==> src/rtl/controller_interface.sv <==
// Serial interface for two NES-style pads: a rising vsync starts one latch/shift fetch,
// and the button bytes are readable by the CPU at 0x7002 (pad 1) and 0x7003 (pad 2).
module controller_interface #(
  parameter int unsigned HALF = 1
) (
  input  logic        clk,
  input  logic        rst_B,
  input  logic        vsync,
  input  logic [15:0] cpu_address,
  input  logic        write_enable_B,
  output logic [7:0]  data_out,
  output logic        data_enable,
  output logic        controller_clk,
  output logic        controller_latch,
  input  logic        ctrl1_data_in_B,
  input  logic        ctrl2_data_in_B
);

  typedef enum logic [2:0] {IDLE, LATCH, LOW, HIGH, DONE} state_t;

  localparam int unsigned    CW      = (HALF > 1) ? $clog2(HALF) : 1;
  localparam logic [CW-1:0]  PH_LAST = CW'(HALF - 1);

  state_t        state, state_n;
  logic [CW-1:0] ph_cnt, ph_cnt_n;
  logic [2:0]    bit_cnt, bit_cnt_n;
  logic          vsync_q;
  logic          trigger;
  logic          phase_end;
  logic [7:0]    sr1, sr2;
  logic [7:0]    btn1, btn2;
  logic          sel1, sel2;

  assign trigger   = vsync & ~vsync_q;
  assign phase_end = (ph_cnt == PH_LAST);

  always_ff @(posedge clk or negedge rst_B) begin
    if (!rst_B) begin
      state   <= IDLE;
      ph_cnt  <= '0;
      bit_cnt <= '0;
      vsync_q <= 1'b0;
    end else begin
      state   <= state_n;
      ph_cnt  <= ph_cnt_n;
      bit_cnt <= bit_cnt_n;
      vsync_q <= vsync;
    end
  end

  always_comb begin
    state_n          = state;
    ph_cnt_n         = ph_cnt;
    bit_cnt_n        = bit_cnt;
    controller_latch = 1'b0;
    controller_clk   = 1'b0;
    case (state)
      IDLE: begin
        if (trigger) begin
          state_n   = LATCH;
          ph_cnt_n  = '0;
          bit_cnt_n = '0;
        end
      end
      LATCH, LOW, HIGH: begin
        controller_latch = (state == LATCH);
        controller_clk   = (state == HIGH);
        if (!phase_end) begin
          ph_cnt_n = ph_cnt + CW'(1);
        end else begin
          ph_cnt_n = '0;
          case (state)
            LATCH:   state_n = LOW;
            LOW:     state_n = HIGH;
            default: begin
              // HIGH closes a bit; after the eighth rise the byte is complete
              if (bit_cnt == 3'd7) begin
                state_n = DONE;
              end else begin
                state_n   = LOW;
                bit_cnt_n = bit_cnt + 3'd1;
              end
            end
          endcase
        end
      end
      DONE:    state_n = IDLE;
      default: state_n = IDLE;
    endcase
  end

  always_ff @(posedge clk or negedge rst_B) begin
    if (!rst_B) begin
      sr1  <= '0;
      sr2  <= '0;
      btn1 <= '0;
      btn2 <= '0;
    end else begin
      if (state == LOW && phase_end) begin
        sr1 <= {sr1[6:0], ~ctrl1_data_in_B};
        sr2 <= {sr2[6:0], ~ctrl2_data_in_B};
      end
      if (state == DONE) begin
        btn1 <= sr1;
        btn2 <= sr2;
      end
    end
  end

  assign sel1        = write_enable_B & (cpu_address == 16'h7002);
  assign sel2        = write_enable_B & (cpu_address == 16'h7003);
  assign data_enable = sel1 | sel2;

  always_comb begin
    data_out = '0;
    if (sel1)      data_out = btn1;
    else if (sel2) data_out = btn2;
  end

endmodule

==> config.mk <==
export PLATFORM = sky130hd
export DESIGN_NAME = controller_interface
export DESIGN_NICKNAME = d
export VERILOG_FILES = /design/src/rtl/controller_interface.sv
export SDC_FILE = /design/constraint.sdc
export NUM_CORES = 1
export LEC_CHECK = 0
export ABC_AREA = 1
export BUFFER_PORTS_ARGS = -buffer_cell sky130_fd_sc_hd__buf_2
export CAP_MARGIN = 0
export CORE_MARGIN = 2
export CORE_UTILIZATION = 40
export CTS_BUF_LIST = sky130_fd_sc_hd__clkbuf_4 sky130_fd_sc_hd__clkbuf_8
export CTS_CLUSTER_DIAMETER = 200
export DETAILED_ROUTE_END_ITERATION = 8
export PLACE_DENSITY = 0.63
export SETUP_SLACK_MARGIN = 0.2
export SYNTH_ARGS = -nofsm -noshare
export SYNTH_HDL_FRONTEND = slang
export SYNTH_SLANG_ARGS = --single-unit
==> constraint.sdc <==
create_clock -name clk -period 2.1 [get_ports clk]
set_clock_uncertainty 0.2 [all_clocks]
set_input_delay 0.315 -clock clk [delete_from_list [all_inputs] [get_ports clk]]
set_output_delay 0.315 -clock clk [all_outputs]
set_load 0.005 [all_outputs]
---- Yosys cells after proc, flatten, opt, wreduce, memory -nomap -nowiden ----
Cells that the tools add are included.
word-level totals
  bits in registers ....................... 40
  bits of input ports ..................... 22
  output and inout port bits .............. 11
  logic and storage cells ................. 54
cells by class
  add/subtract/negate cells ............... 2
  equal/unequal tests ..................... 11
  mux-type cells .......................... 17
  bitwise operators ....................... 8
  reduce and logical (&&, ||, !) cells .... 8
operators by type and width
  kind                                              count
  == test 16 x 15 -> 1 bit (second input constant)  2
  two-way mux 3 bit                                 7
  one-hot mux 3 bit (2 select lines)                3
  two-way mux 8 bit                                 2
  inequality test 2 bit (second input constant)     4
  == test 3 x 2 -> 1 bit (second input constant)    2
  == test 3 bit (second input constant)             2
  AND reduction 5 bit                               1
  two-way mux 1 bit                                 4
  NOT 1 bit                                         4
  AND reduction 2 bit                               2
  adder 3 x 1 -> 3 bit (second input constant)      1
  AND 1 bit                                         3
  == test 3 x 1 -> 1 bit (second input constant)    1
  logical NOT 3 bit                                 1
  OR reduction 3 bit                                1
  one-hot mux 1 bit (2 select lines)                1
  nonzero test 2 bit                                1
  OR reduction 2 bit                                1
  adder 1 bit (second input constant)               1
  logical AND 1 bit                                 1
  bitwise OR 1 bit                                  1

---- Longest topological paths before layout ----
Gate-level depths: netlist of run 1.
  depth after elaboration ................. 5
  depth in mapped cells ................... 7
  gate-level depth less buffers ........... 7

---- Worst setup path before layout of run 1 ----
Ideal clock, no wire load.
  path type ............................... in2out
  start point ............................. input cpu_address[6]
  end point ............................... output data_enable
  arrival time ............................ 1.001 ns
  data required time ...................... 1.585 ns
  setup slack ............................. 0.584 ns
  cell stages on the path ................. 6
  buffers on the path ..................... 1
  path through ............................ nor2_1 nand2_1 nor2_2 buf_6 nand2_1 nor2_1
on the way
  word-level cells in the longest chain between the ends .. 3
ends and longest elaborated chain
  what                                                line      text
  start, declared                                     9         input logic [15:0] cpu_address,
  == test 16 x 15 -> 1 bit, on equally long branches  110, 111
  AND 1 bit, on equally long branches                 110, 111
  bitwise OR 1 bit (*)                                112       assign data_enable = sel1 | sel2;
  end, declared                                       12        output logic data_enable,
Mark *: on every way between the ends. The rest lies on a longest branch, timed or not.

---- Final worst setup path of run 1 ----
  start point ............................. input cpu_address[10]
  end point ............................... output data_out[4]
on the way
  word-level cells in the longest chain between the ends .. 4
ends and longest elaborated chain
  what                      line  text
  == test 16 x 15 -> 1 bit  111   assign sel2 = write_enable_B & (cpu_address == 16'h7003);
  AND 1 bit                 111
  two-way mux 8 bit         117   else if (sel2) data_out = btn2;
  two-way mux 8 bit (*)     116   if (sel1) data_out = btn1;
  end, declared             11    output logic [7:0] data_out,
Marks and branches as above.

==> impl_metrics.csv, run 1 <==
group,metric,value,unit
clocking,cts_root_buf,"clkbuf_8",
logic_synthesis,postSynth.asyncResetShare,1.00,
place,dpl.hpwl,2490,um
worst_hold_path,worstHoldEndpoint,"sr1[0]$_DFFE_PN0P_",
critical_path,cp.arrival,1240,ps
power,leakage,1.14,nW
worst_hold_path,min_from,"ctrl1_data_in_B",
logic_synthesis,synth_fp_nets,235,
clocking,cts-htree-levels,2,
grt,grt_overflow,0,
drt,routed_via_density,4.83,
critical_path,path_max_fanout,17,
place,io_buffers,32,
die,rows,24,
critical_path,critical_path.slowest_cell,"nor2_4",
drt,drcViolationCount,0,
place,gp_congestion,0.766,
critical_path,slowest_delay,300,ps
sta,fin_tns_setup,0,ps
sta,slew_headroom,0.714,
clocking,path_clk_slew,70,ps
power,ir_worst_vdd,0.000471,V
grt,track_usage,0.148,
critical_path,cp_data_required_time,1580,ps
drt,ant_nets,0,
flow_run,cap_violations,0,
logic_synthesis,synth_cell_types,19,
logic_synthesis,ys.warnings.count,0,
drt,drt_iter0_drc,74,
logic_synthesis,synth_most_common_cell,"nand2_1",
sta,finalWorstSetupSlack,342,ps
logic_synthesis,synth_top_area_cell,"dfrtp_1",
sta,worst_pin_slew,429,ps
sta,hold_viol,0,
critical_path,start_kind,"input pin",
critical_path,r2r-end,"btn2[3]$_DFFE_PN0N_",
grt,grt_first_pass_wirelength,5910,um
layout,drive_above_1_share,0.208,
clocking,cts_tree,"done",
sta,rsz0062_at_grt,"false",
logic_synthesis,synth_area,1800,um2
drt,wl,3380,um
clocking,cts.sinks,39,
critical_path,cp-end-kind,"output pin",
drt,num_vias,1459,
die,initial_core_util,0.413,
sta,slew_violations,0,
critical_path,critical_path_class,"input pin to output pin",
grt,grt_max_degree,34,
critical_path,r2r_setup_slack,500,ps
drt,wl_per_cell,11.2,um
worst_hold_path,hold_depth,2,
critical_path,crit_cells,7,
logic_synthesis,ys_top_cells_by_area,"dfrtp_1 54%, nand2_1 12%, o21ai_0 8.3%, inv_1 5.6%, nand4_1 5.2%",
sta,period_minus_slack,1760,ps
drt,firstDrtPassIters,4,
power,p_per_area,1030,nW/um2
clocking,clock_path_buffers,2,
clocking,post_cts_resized,0,
logic_synthesis,avgSynthCellArea,8.53,um2
outcome,outcome,"finished clean",
die,num_io_pins,33,
place,post-place-ws,338,ps
layout,nets,273,
layout,syn_to_final_growth,18.4,%
die,dieArea,5050,um2
grt,antenna_found_initial,0,
critical_path,path_buf_inv,2,
critical_path,path_cells,"buf_2 > nor2_1 > nand2_1 > nor2_4 > nand4_1 > nand2_1 > buf_2",
clocking,post-cts-setup-buffers,0,
critical_path,cp_top_family,"simple AND/OR/NAND/NOR gates",
worst_hold_path,hp-class,"input pin to register",
layout,utilization,0.489,
logic_synthesis,netlist_instances,211,
critical_path,r2r_cells,5,
clocking,cts_buffers,5,
logic_synthesis,seq_area_frac_synth,0.542,
die,die_y,71.1,um
sta,post-route-period-util,0.837,
logic_synthesis,synth_ff_type,"dfrtp_1",
clocking,cts-hold-fix-buffers,2,
sta,hold_slack,17.5,ps
critical_path,timing.rr.start,"state[1]$_DFFE_PN0P_",
sta,max_freq,569,MHz
die,core-area,4350,um2
clocking,clock_latency,290,ps
logic_synthesis,yosys-top-cells-count,"59 x nand2_1, 39 x dfrtp_1, 30 x o21ai_0, 27 x inv_1",
logic_synthesis,synth_edf_count,0,
sta,setup_viol,0,
layout,n_antenna_cell,0,
die,fp.dieW,71.1,um
grt,grt_pass1_vias,1394,
logic_synthesis,ys_seq_elements,39,
logic_synthesis,synth_top_cell_area_share,0.542,
==> area by class of cell <==
| cell class | instances | area [um2] |
|---|---|---|
| Fill cell | 430 | 2220 |
| Sequential cell | 39 | 976 |
| Multi-Input combinational cell | 137 | 669 |
| Timing Repair Buffer | 39 | 230 |
| Inverter | 27 | 101 |
| Clock buffer | 6 | 76.3 |
| Tap cell | 52 | 65.1 |
| Clock inverter | 2 | 12.5 |
==> per-stage QoR <==
| stage | cells | instance area [um2] | total power (W) |
|---|---|---|---|
| floorplan | 211 | 1800 | 0.00153 |
| global placement | 292 | 2020 | 0.00170 |
| detailed placement | 292 | 2020 | 0.00172 |
| CTS | 302 | 2130 | 0.00223 |
| global route | 302 | 2130 | 0.00241 |
| finish | 302 | 2130 | 0.00220 |
==> where the power goes <==
group | total (W) | internal [W] | switching, W | leakage, nW
clock | 0.000500 | 0.000245 | 0.000255 | 0.0446
combinational | 0.000623 | 0.000231 | 0.000392 | 0.584
sequential | 0.00108 | 0.000956 | 0.000121 | 0.513
total | 0.00220 | 0.00143 | 0.000768 | 1.14
==> flip-flops by register name, indices dropped and copies added, names as in the netlist <==
register  cells
btn1          8
btn2          8
sr1           8
sr2           8
bit_cnt       3
state         3
vsync_q       1
==> worst register-to-register path, cell delays in order, from the launching register on <==
cell and delay [ps]:
dfrtp_1 450, nor2_2 170, nand2_2 270, buf_4 260, nand2_1 50, o21ai_0 70
==> logic make-up (layout without fill, tap and decap cells) <==
group	Yosys count	count (layout)	synth area share
simple gates	101	101	0.250
flops	39	39	0.542
buf+inv	35	74	0.0855
compound gates	32	32	0.0918
fa+ha+maj	2	2	0.0139
mux	2	2	0.0167
==> placed cells by master, fill, tap and decap left out, types with 2 or more instances in the layout <==
cell,count
nor2_1,15
ha_1,2
nand2_1,59
nor2_2,2
buf_4,4
nand4_1,15
buf_2,32
clkbuf_8,5
inv_1,27
dlygate4sd3_1,2
o21ai_0,30
dfrtp_1,39
mux2_4,2
nand3_1,7
==> per-layer routing <==
metal	vias to the layer above	part of all wire	global-route usage
met5	-	0	0
met4	0	0.012	0.0629
met3	6	0.061	0.0427
met2	36	0.46	0.245
met1	664	0.47	0.181
li1	753	-	-
==> worst max-delay path by stage <==
stage / start / endpoint / slack [ps]
final: cpu_address[10] / data_out[4] / 340
after global routing: cpu_address[15] / data_out[3] / 230
after CTS: cpu_address[10] / data_out[4] / 340
after detailed placement: cpu_address[10] / data_out[4] / 340
after global placement: cpu_address[8] / data_out[1] / 360
after floorplan: cpu_address[6] / data_enable / 580
Power figures use the tool's default switching activity.
==> inputs of run 2 (changes only) <==
- PLACE_DENSITY: 0.63 -> 0.65
- clock period: 2.1 -> 1.6 ns (I/O delays scaled with it)
==> impl_metrics.csv, run 2 (same netlist as run 1, synthesis figures left out) <==
group,metric,value,unit
outcome,outcome,"finished with violations",
outcome,violations,"setup timing",
layout,final_area,2960,um2
power,p_total,0.00418,W
drt,routed_via_density,5.26,
critical_path,path_buf_inv,3,
critical_path,cp.arrival,1180,ps
sta,post-route-period-util,1.01,
power,power.internal,0.00255,W
critical_path,cp-end-kind,"output pin",
sta,setup_viol,6,
sta,finalWorstSetupSlack,-20.7,ps
critical_path,timing.rr.start,"state[1]$_DFFE_PN0P_",
grt,grt_max_degree,40,
clocking,cts-htree-levels,2,
power,comb_power_share,0.432,
place,place_area,2040,um2
critical_path,cp_data_required_time,1160,ps
sta,period_minus_slack,1620,ps
clocking,cts_root_buf,"clkbuf_8",
sta,rsz0062_at_grt,"true",
power,p_seq_frac,0.365,
worst_hold_path,hp-class,"input pin to async pin",
sta,hold_viol,0,
power,p_per_area,1410,nW/um2
critical_path,r2r_setup_slack,60,ps
clocking,cts_tree,"done",
critical_path,path_max_fanout,4,
die,rows,24,
drt,firstDrtPassIters,4,
layout,fillers,303,
clocking,path_clk_slew,90,ps
die,num_io_pins,33,
power,switching_share,0.389,
die,fp.dieW,71.1,um
die,initial_core_util,0.413,
clocking,cts_buffers,5,
layout,nets,294,
grt,grt_overflow,0,
layout,syn_to_final_growth,64.3,%
clocking,cts.sinks,39,
clocking,clock_path_buffers,2,
layout,n_antenna_cell,0,
grt,antenna_found_initial,0,
sta,slew_headroom,0.808,
place,dpl.hpwl,2330,um
power,ir_worst_vdd,0.000861,V
die,die_y,71.1,um
place,post-place-cells,292,
grt,grt_pass1_vias,1386,
grt,grt_first_pass_wirelength,6110,um
critical_path,path_cells,"buf_6 > nor2_4 > nand2_2 > nor2_4 > clkbuf_16 > nand4_1 > nand2_1 > buf_2",
power,power.share.clock,0.203,
critical_path,slowest_delay,210,ps
drt,drcViolationCount,0,
critical_path,path_common_cell,"nor2_4",
layout,drive_above_1_share,0.520,
power,leakage,1.46,nW
drt,ant_nets,0,
die,core-area,4350,um2
clocking,clock_latency,310,ps
die,dieArea,5050,um2
critical_path,r2r_cells,5,
sta,slew_violations,0,
place,gp_congestion,0.748,
place,io_buffers,32,
layout,final_cell_mix,"37 x dfrtp_1, 26 x nand2_1, 25 x buf_2",
drt,wl,5270,um
layout,utilization,0.679,
critical_path,r2r-end,"btn1[3]$_DFFE_PN0N_",
sta,max_freq,617,MHz
flow_run,cap_violations,0,
critical_path,critical_path_class,"input pin to output pin",
drt,wl_per_cell,16.3,um
layout,finalNonFillerCells,323,
place,post-place-ws,8.65,ps
grt,track_usage,0.154,
power,switching_power,0.00163,W
critical_path,start_kind,"input pin",
drt,num_vias,1699,
sta,worst_pin_slew,287,ps
layout,final_common_cell,"dfrtp_1",
critical_path,critical_path.slowest_cell,"nor2_4",
drt,drt_iter0_drc,140,
critical_path,cp_top_family,"simple AND/OR/NAND/NOR gates",
run 2: changes by cell type in the layout (fill, tap and decap cells not counted), moves of 5 or more:
cell,delta
nor2_1,-9
o21ai_0,-29
buf_6,+12
nand2_4,+20
nand2_1,-33
o21ai_1,+16
nor2_4,+11
nand2_2,+13
nand3_1,-6
o21ai_2,+13
inv_1,-5
clkbuf_16,+7
buf_2,-7
run 2: tightest hold or removal path: cells and delay by family:
family,cells,cell delay [ps]
buf+inv,3,870
run 2: worst max-delay path by stage:
stage | start | endpoint | slack, ps | cells after the start
floorplan | bit_cnt[0]$_DFFE_PN0P_ | bit_cnt[0]$_DFFE_PN0P_ | 230 | 7
global placement | cpu_address[8] | data_out[2] | 10 | 7
detailed placement | cpu_address[8] | data_out[4] | 9 | 7
CTS | cpu_address[2] | data_out[4] | 70 | 8
global route | cpu_address[10] | data_enable | -90 | 8
finish | cpu_address[10] | data_out[7] | -20 | 8
run 2: power by group through the flow:
stage	registers (W)	clock network, W	logic [W]
after floorplan	0.00139	0	0.000632
after global placement	0.00142	0	0.000808
after detailed placement	0.00143	0	0.000832
after CTS	0.00141	0.000860	0.000941
after global routing	0.00156	0.000897	0.00198
final	0.00153	0.000849	0.00181
run 2: stage by stage:
stage	TNS [ps]	hold slack [ps]
after floorplan	0	-256
after global placement	0	22.7
after detailed placement	0	24.1
after CTS	0	234
after global routing	-480	255
final	-82.1	243
run 2: repair_timing:
action | CTS | global route
pin swaps | 12 | 31
hold buffers | 4 | 0
resized for setup | 10 | 143
cloned | 0 | 10
hold endpoints to repair | 42 | 0
endpoints found under the setup margin | 26 | 45
setup buffers | 6 | 3
run 2: metal layers:
layer  vias to the layer above  part of all wire  GRT usage
li1                        801                 -          -
met1                       834              0.42      0.202
met2                        53              0.52      0.238
met3                        11             0.037     0.0499
met4                         0             0.023     0.0629
met5                         -                 0          0
run 2: layout make-up:
type / count / area, um2 / area share
clock buffer: 5 / 68.8 / 0.0233
sequential: 39 / 978 / 0.331
tap: 52 / 65.1 / 0.0220
inverter: 27 / 104 / 0.0351
clock inverter: 3 / 46.3 / 0.0157
multi-input combinational: 138 / 1070 / 0.361
timing repair buffer: 59 / 628 / 0.212
==> inputs of run 3 (changes only) <==
- PLACE_DENSITY: 0.65 -> 0.62
==> impl_metrics.csv, run 3 (same netlist as run 1, synthesis figures left out) <==
group,metric,value,unit
die,dieArea,5050,um2
drt,wl_per_cell,13.3,um
clocking,cts_root_buf,"clkbuf_8",
clocking,cts_tree,"done",
clocking,clock_latency,300,ps
clocking,cts-htree-levels,2,
power,ir_worst_vdd,0.000786,V
sta,slew_headroom,0.852,
worst_hold_path,hp-class,"input pin to async pin",
layout,nets,291,
grt,track_usage,0.151,
clocking,cts.sinks,39,
power,power.internal,0.00263,W
power,p_seq_frac,0.368,
critical_path,cp.arrival,1150,ps
layout,final_cell_mix,"39 x nand2_1, 37 x dfrtp_1, 29 x buf_2",
clocking,cts_buffers,5,
critical_path,r2r_cells,6,
sta,worst_pin_slew,221,ps
place,io_buffers,32,
sta,hold_slack,226,ps
sta,max_freq,627,MHz
sta,period_minus_slack,1590,ps
layout,final_area,2700,um2
drt,drt_iter0_drc,68,
critical_path,cp_data_required_time,1160,ps
grt,grt_first_pass_wirelength,5980,um
layout,n_antenna_cell,0,
layout,final_common_cell,"nand2_1",
critical_path,path_max_fanout,8,
drt,wl,4260,um
die,rows,24,
grt,antenna_found_initial,0,
grt,grt_pass1_vias,1355,
sta,setup_viol,0,
place,dpl.hpwl,2450,um
sta,finalWorstSetupSlack,5.72,ps
drt,num_vias,1572,
drt,ant_nets,0,
power,comb_power_share,0.393,
drt,drcViolationCount,0,
power,p_per_area,1530,nW/um2
drt,firstDrtPassIters,4,
critical_path,cp-end-kind,"output pin",
critical_path,critical_path_class,"input pin to output pin",
power,switching_power,0.00149,W
layout,drive_above_1_share,0.429,
place,post-place-ws,-0.466,ps
sta,hold_viol,0,
drt,routed_via_density,4.91,
die,fp.dieW,71.1,um
die,initial_core_util,0.413,
place,gp_congestion,0.779,
place,place_area,2040,um2
power,switching_share,0.361,
flow_run,cap_violations,0,
die,core-area,4350,um2
grt,grt_max_degree,40,
sta,post-route-period-util,0.996,
layout,syn_to_final_growth,49.9,%
clocking,path_clk_slew,80,ps
power,power.share.clock,0.239,
die,die_y,71.1,um
grt,grt_overflow,0,
die,num_io_pins,33,
place,post-place-cells,293,
sta,rsz0062_at_grt,"true",
sta,slew_violations,0,
power,leakage,1.40,nW
clocking,clock_path_buffers,2,
outcome,outcome,"finished clean",
critical_path,start_kind,"input pin",
layout,finalNonFillerCells,320,
-- run 3: worst max-delay path, stage by stage --
cell	delay [ps]
buf_6	90
nor2_2	110
nand2_2	80
nor2_4	180
clkbuf_16	190
nand4_1	90
nand2_1	70
buf_2	110
-- run 3: power groups by stage --
stage	clock (W)	sequential [W]	combinational [W]
after floorplan	0	0.00139	0.000632
after global placement	0	0.00142	0.000818
after detailed placement	0	0.00143	0.000843
after CTS	0.000999	0.00141	0.000959
after global routing	0.00105	0.00154	0.00177
final	0.000986	0.00151	0.00162
-- run 3: layer usage --
layer	vias to the layer above	part of all wire	GRT usage
met5	-	0	0
met4	0	0.016	0.0629
met3	7	0.042	0.0328
met2	31	0.50	0.251
met1	738	0.44	0.190
li1	796	-	-
-- run 3: worst paths after layout --
| check | end | from | slack (ps) |
|---|---|---|---|
| setup reg to reg | sr1[4]$_DFFE_PN0P_ | state[0]$_DFFE_PN0P_ | 130 |
| hold reg to reg | btn1[3]$_DFFE_PN0N_ | btn1[3]$_DFFE_PN0N_ | 290 |
| min in group clk | btn1[3]$_DFFE_PN0N_ | btn1[3]$_DFFE_PN0N_ | 290 |
| setup / recovery | data_out[0] | cpu_address[11] | 6 |
| max in group asynchronous | btn1[4]$_DFFE_PN0N_ | rst_B | 760 |
| hold / removal | bit_cnt[2]$_DFFE_PN0P_ | rst_B | 230 |
-- run 3: through the flow --
stage	utilization	TNS [ps]	power (W)
finish	0.620	0	0.00412
global route	0.620	-460	0.00436
CTS	0.530	0	0.00337
detailed placement	0.470	-0.466	0.00227
global placement	0.470	0	0.00224
floorplan	-	0	0.00202
-- run 3: area by class of cell --
cell class / instances / area, um2
Clock buffer: 5 / 68.8
Sequential cell: 39 / 978
Tap cell: 52 / 65.1
Multi-Input combinational cell: 137 / 901
Fill cell: 353 / 1660
Inverter: 27 / 104
Timing Repair Buffer: 57 / 513
Clock inverter: 3 / 67.6
-- run 3: timing repair --
item                                    CTS  global route
hold buffers                              4             0
gates resized for setup                   9            88
gates cloned                              0             4
endpoints found under the setup margin   15            46
endpoints found under the hold margin    42             0
pin swaps                                12            24
buffers inserted                          6             5
